<file path="src/rtl/cordic_gain_normalizer.sv">
// rtl/cordic_gain_normalizer.sv - removes CORDIC gain, flags poor convergence, buffers results
// Two register stages feed a show-ahead FIFO with a valid/ready output handshake.
module cordic_gain_normalizer #(
  parameter int WIDTH      = 16,
  parameter int FRAC_BITS  = 12,
  parameter int CODE_WIDTH = 8,
  parameter int INV_GAIN   = 2487,
  parameter int RESID_TOL  = 16,
  parameter int FIFO_DEPTH = 4
) (
  input  logic                              clock,
  input  logic                              reset,
  input  logic [WIDTH-1:0]                  mag_in,
  input  logic [WIDTH-1:0]                  resid_in,
  input  logic [WIDTH-1:0]                  angle_in,
  input  logic [CODE_WIDTH-1:0]             code_in,
  input  logic                              valid_in,
  output logic [WIDTH-1:0]                  mag_out,
  output logic [WIDTH-1:0]                  angle_out,
  output logic [CODE_WIDTH-1:0]             code_out,
  output logic                              conv_err_out,
  output logic                              valid_out,
  input  logic                              ready_in,
  output logic                              overflow,
  output logic [7:0]                        drop_count,
  output logic [$clog2(FIFO_DEPTH+1)-1:0]   fifo_level
);

  localparam int PW = $clog2(FIFO_DEPTH);
  localparam int LW = $clog2(FIFO_DEPTH+1);
  localparam int EW = 2*WIDTH + CODE_WIDTH + 1;
  localparam logic [2*WIDTH-1:0] INV_GAIN_W = (2*WIDTH)'(INV_GAIN);
  localparam logic [2*WIDTH-1:0] ROUND_W    = (2*WIDTH)'(1) << (FRAC_BITS-1);
  localparam logic [WIDTH:0]     TOL_W      = (WIDTH+1)'(RESID_TOL);

  logic [2*WIDTH-1:0]    prod_q, prod_d;
  logic                  err_a_q, err_a_d;
  logic [WIDTH-1:0]      angle_a_q, angle_a_d;
  logic [CODE_WIDTH-1:0] code_a_q, code_a_d;
  logic                  valid_a_q, valid_a_d;

  logic [WIDTH-1:0]      mag_b_q, mag_b_d;
  logic                  err_b_q, err_b_d;
  logic [WIDTH-1:0]      angle_b_q, angle_b_d;
  logic [CODE_WIDTH-1:0] code_b_q, code_b_d;
  logic                  valid_b_q, valid_b_d;

  logic [EW-1:0]         mem_q [FIFO_DEPTH];
  logic [EW-1:0]         mem_d [FIFO_DEPTH];
  logic [PW-1:0]         wr_ptr_q, wr_ptr_d, rd_ptr_q, rd_ptr_d;
  logic [LW-1:0]         count_q, count_d;
  logic                  overflow_q, overflow_d;
  logic [7:0]            drop_q, drop_d;

  logic [WIDTH-1:0]      mag_pos;
  logic [WIDTH:0]        resid_ext, resid_abs;
  logic [2*WIDTH-1:0]    rounded;
  logic                  push, pop, full, accept, drop;

  // Stage A: clamp negative magnitudes, multiply by 1/K, test residual in WIDTH+1 bits
  always_comb begin
    mag_pos   = mag_in[WIDTH-1] ? '0 : mag_in;
    resid_ext = {resid_in[WIDTH-1], resid_in};
    resid_abs = resid_ext[WIDTH] ? (~resid_ext + 1'b1) : resid_ext;
    prod_d    = {{WIDTH{1'b0}}, mag_pos} * INV_GAIN_W;
    err_a_d   = resid_abs > TOL_W;
    angle_a_d = angle_in;
    code_a_d  = code_in;
    valid_a_d = valid_in;
  end

  // Stage B: INV_GAIN < 2^FRAC_BITS keeps the rounded result within WIDTH-1 magnitude bits
  always_comb begin
    rounded   = prod_q + ROUND_W;
    mag_b_d   = WIDTH'(rounded >> FRAC_BITS);
    err_b_d   = err_a_q;
    angle_b_d = angle_a_q;
    code_b_d  = code_a_q;
    valid_b_d = valid_a_q;
  end

  always_comb begin
    push     = valid_b_q;
    full     = count_q == LW'(FIFO_DEPTH);
    pop      = (count_q != '0) && ready_in;
    accept   = push && (!full || pop);
    drop     = push && full && !pop;
    mem_d    = mem_q;
    wr_ptr_d = wr_ptr_q;
    rd_ptr_d = rd_ptr_q;
    count_d  = count_q;
    if (accept) begin
      mem_d[wr_ptr_q] = {mag_b_q, angle_b_q, code_b_q, err_b_q};
      wr_ptr_d        = wr_ptr_q + 1'b1;
    end
    if (pop) begin
      rd_ptr_d = rd_ptr_q + 1'b1;
    end
    if (accept && !pop) begin
      count_d = count_q + 1'b1;
    end else if (!accept && pop) begin
      count_d = count_q - 1'b1;
    end
    overflow_d = overflow_q || drop;
    drop_d     = (drop && drop_q != 8'hFF) ? drop_q + 8'd1 : drop_q;
  end

  always_ff @(posedge clock or posedge reset) begin
    if (reset) begin
      prod_q     <= '0;
      err_a_q    <= 1'b0;
      angle_a_q  <= '0;
      code_a_q   <= '0;
      valid_a_q  <= 1'b0;
      mag_b_q    <= '0;
      err_b_q    <= 1'b0;
      angle_b_q  <= '0;
      code_b_q   <= '0;
      valid_b_q  <= 1'b0;
      mem_q      <= '{default: '0};
      wr_ptr_q   <= '0;
      rd_ptr_q   <= '0;
      count_q    <= '0;
      overflow_q <= 1'b0;
      drop_q     <= '0;
    end else begin
      prod_q     <= prod_d;
      err_a_q    <= err_a_d;
      angle_a_q  <= angle_a_d;
      code_a_q   <= code_a_d;
      valid_a_q  <= valid_a_d;
      mag_b_q    <= mag_b_d;
      err_b_q    <= err_b_d;
      angle_b_q  <= angle_b_d;
      code_b_q   <= code_b_d;
      valid_b_q  <= valid_b_d;
      mem_q      <= mem_d;
      wr_ptr_q   <= wr_ptr_d;
      rd_ptr_q   <= rd_ptr_d;
      count_q    <= count_d;
      overflow_q <= overflow_d;
      drop_q     <= drop_d;
    end
  end

  assign {mag_out, angle_out, code_out, conv_err_out} = mem_q[rd_ptr_q];
  assign valid_out  = count_q != '0;
  assign fifo_level = count_q;
  assign overflow   = overflow_q;
  assign drop_count = drop_q;

endmodule

</file>
<file path="config.mk">
export PLATFORM = sky130hd
export DESIGN_NAME = cordic_gain_normalizer
export DESIGN_NICKNAME = d
export VERILOG_FILES = /design/src/rtl/cordic_gain_normalizer.sv
export SDC_FILE = /design/constraint.sdc
export NUM_CORES = 1
export LEC_CHECK = 0
export ABC_AREA = 0
export CAP_MARGIN = 10
export CELL_PAD_IN_SITES_DETAIL_PLACEMENT = 1
export CELL_PAD_IN_SITES_GLOBAL_PLACEMENT = 2
export CORE_MARGIN = 2
export CORE_UTILIZATION = 37
export DETAILED_ROUTE_END_ITERATION = 8
export PLACE_DENSITY_LB_ADDON = 0.1
export SYNTH_ARGS = -nofsm -noshare
export SYNTH_HDL_FRONTEND = slang
export SYNTH_SLANG_ARGS = --single-unit
</file>
<file path="constraint.sdc">
create_clock -name clock -period 9 [get_ports clock]
set_input_delay 1.8 -clock clock [delete_from_list [all_inputs] [get_ports clock]]
set_output_delay 1.8 -clock clock [all_outputs]
set_load 0.05 [all_outputs]
</file>
==> out/results.tsv <==
metric	value	unit
Yosys top cell area share	0.470	
P&R area growth vs syn	18.8	%
status	finished clean	
fillers	3870	
YS warnings	0	
Max FO, Critical Path	24	
Max-cap violations	0	
area of the multi-input gates	6910	um^2
dpl ws	0.949	ns
1st-iter DRT viols	218	
grt ovf	0	
crit share post-route	0.831	
Yosys reg bits	264	
Die X	199	um
crit path launch type	input port	
I/O pin total	114	
Setup-failing EPs final	0	
DP HPWL	21.1	mm
Synth Area per Inst	13.3	um^2
Cell Area, Synth	14000	um^2
Final Total Pwr	5.93	mW
post-placement cell count	1658	
fmax	134	MHz
Area contributors post-synth	dfrtp_1 47%, mux2_2 13%, fa_1 7.7%, ha_1 7.4%, mux4_2 6.6%	
Post-CTS Hold Fix Bufs	0	
CTS tree	yes	
drt pass-1 iters	4	
fin cells	1707	
top-count cell post-synth	dfrtp_1	
post-route minimum period	7.48	ns
final antenna-violating net count	0	
routed vias	8246	
post-synthesis sequential area ratio	0.470	
PnR worst setup slack	1.52	ns
Vias/cell	4.83	
hold depth	0	
Critical Path RT	9.44	ns
Post-synth top cells	264 x dfrtp_1, 166 x mux2_2, 109 x inv_1, 83 x ha_1, 54 x fa_1	
Inserted Diodes	0	
worst skew pair latency	0.52	ns
final instance area	16700	um^2
Core Footprint	37500	um^2
H-tree Lvls	1	
cells after synthesis	1059	
RSZ-0062 raised after global routing	false	
critical path endpoint category	flop	
syn_nets	1256	
Max clock buf depth	3	
PostCTS Resize Cnt	0	
Reg2Reg Depth	5	
cts bufs inserted	27	
Routed WL	29.5	mm
slew margin rel.	0.340	
first-pass GRT wire length	48.9	mm
Die H	199	um
top_reg_cell synth	dfrtp_1	
Setup Skew	0.00631	ns
GRT Total Usage	0.155	
worst endpoint data arrival time	7.91	ns
initial core utilization	0.375	
clock-pin slew on the worst setup and hold paths	0.06	ns
PD cells	355	nW/um^2
initial antenna violation count	0	
DR WL/cell	17.3	um
GPL Wtd Cong	0.787	
Leak	7.49	nW
layout cells sized above 1	0.237	
Clock Tree Root	clkbuf_16	
worst hold path type	reg2reg	
Setup TNS Final	0	ns
area leader, netlist	dfrtp_1	
VDD IR-drop max	0.140	mV
largest net degree at the start of global routing	151	
Worst Tran Pin Value	0.990	ns
clk sink count	264	
dpl cell area	15800	um^2
DRC Markers	0	
Hold Vio Cnt, Final	0	
Yosys cell types	55	
Post-synth EDFFs	0	
Buffers on Ports	113	
Post-layout nets	1373	
number of global-route vias before repair	9176	
WS Path Type	in2reg	
ys async rst share	1.00	
setup bufs post-CTS	0	
Die Area	39500	um^2
Cell Rows	71	
FF+latch area	6610	um^2
Final Max Slew Viols	0	
==> registers in the layout, indices dropped and copies added, names as in the netlist <==
signal	cells
angle_a_q	16
angle_b_q	16
code_a_q	8
code_b_q	8
drop_count	8
err_a_q	1
err_b_q	1
fifo_level	3
mag_b_q	16
mem_q	164
overflow	1
prod_q	16
push	1
rd_ptr_q	2
valid_a_q	1
wr_ptr_q	2
==> final timing paths <==
| kind | startpoint | slack (ns) | end |
|---|---|---|---|
| max | mag_in[15] | 1.52 | prod_q[24] |
| max in group asynchronous | reset | 5.78 | angle_b_q[10] |
| min reg2reg | code_a_q[5] | 0.35 | code_b_q[5] |
| min | code_a_q[5] | 0.35 | code_b_q[5] |
| min in group asynchronous | reset | 1.77 | code_b_q[7] |
| max reg2reg | fifo_level[0] | 6.45 | mem_q[138] |
==> final cells by class <==
| cell class | instances | share of cell area |
|---|---|---|
| clock buffer | 38 | 0.0484 |
| clock inverter | 11 | 0.00525 |
| inverter | 109 | 0.0247 |
| multi-input combinational | 651 | 0.414 |
| sequential | 264 | 0.396 |
| tap | 511 | 0.0383 |
| timing repair buffer | 123 | 0.0730 |
==> cell usage in the layout, fill, tap and decap left out, types with 7 or more instances in the layout <==
cell / count
inv_1: 108
nor2b_1: 17
clkdlybuf4s50_1: 113
nand2b_1: 11
fa_1: 54
a21oi_1: 24
clkbuf_8: 9
xor2_1: 19
clkbuf_16: 27
nor2_1: 35
buf_4: 9
o21ai_0: 16
nand3_1: 15
dfrtp_1: 262
xnor2_1: 52
nand2_1: 33
mux2_2: 166
clkinv_2: 7
ha_1: 83
mux4_2: 41
==> where the power goes <==
part           switching (mW)  leakage (nW)  total, mW  internal, mW
logic                    1.60          3.90       2.90          1.30
clock network           0.449         0.442       1.10         0.651
registers               0.275          3.15       1.92          1.65
total                    2.32          7.49       5.93          3.60
==> cells by family after synthesis <==
| logic type | count (synthesis) | share of synthesized area |
|---|---|---|
| flip-flops | 264 | 0.470 |
| multiplexers | 207 | 0.199 |
| AND/OR/NAND/NOR | 157 | 0.0584 |
| buffers and inverters | 144 | 0.0385 |
| adder cells (fa/ha/maj) | 143 | 0.155 |
| AO/OA/AOI/OAI | 73 | 0.0346 |
| XOR/XNOR | 71 | 0.0443 |
==> metal layers <==
layer | vias up | track usage | routed length [um]
li1 | 3880 | - | -
met1 | 4262 | 0.202 | 13400
met2 | 77 | 0.282 | 15200
met3 | 27 | 0.0158 | 663
met4 | 0 | 0.0279 | 364
met5 | - | 0 | 0
==> critical path, stage by stage <==
cell and delay [ns]:
clkdlybuf4s50_1 1.01, nor2b_1 0.24, ha_1 0.29, xnor2_1 0.27, o32ai_1 0.19, fa_1 0.54
fa_1 0.51, inv_1 0.06, fa_1 0.54, inv_1 0.04, ha_1 0.31, and3_1 0.19
and3_1 0.19, a2111oi_2 0.84, o311ai_0 0.42, a21boi_0 0.31, xnor2_1 0.15
==> stage by stage <==
stage	utilization	hold slack, ns
finish	0.445	0.347
global route	0.445	0.354
CTS	0.445	0.346
detailed placement	0.421	0.336
global placement	0.421	0.333
floorplan	-	0.331
Power figures use the tool's default switching activity.
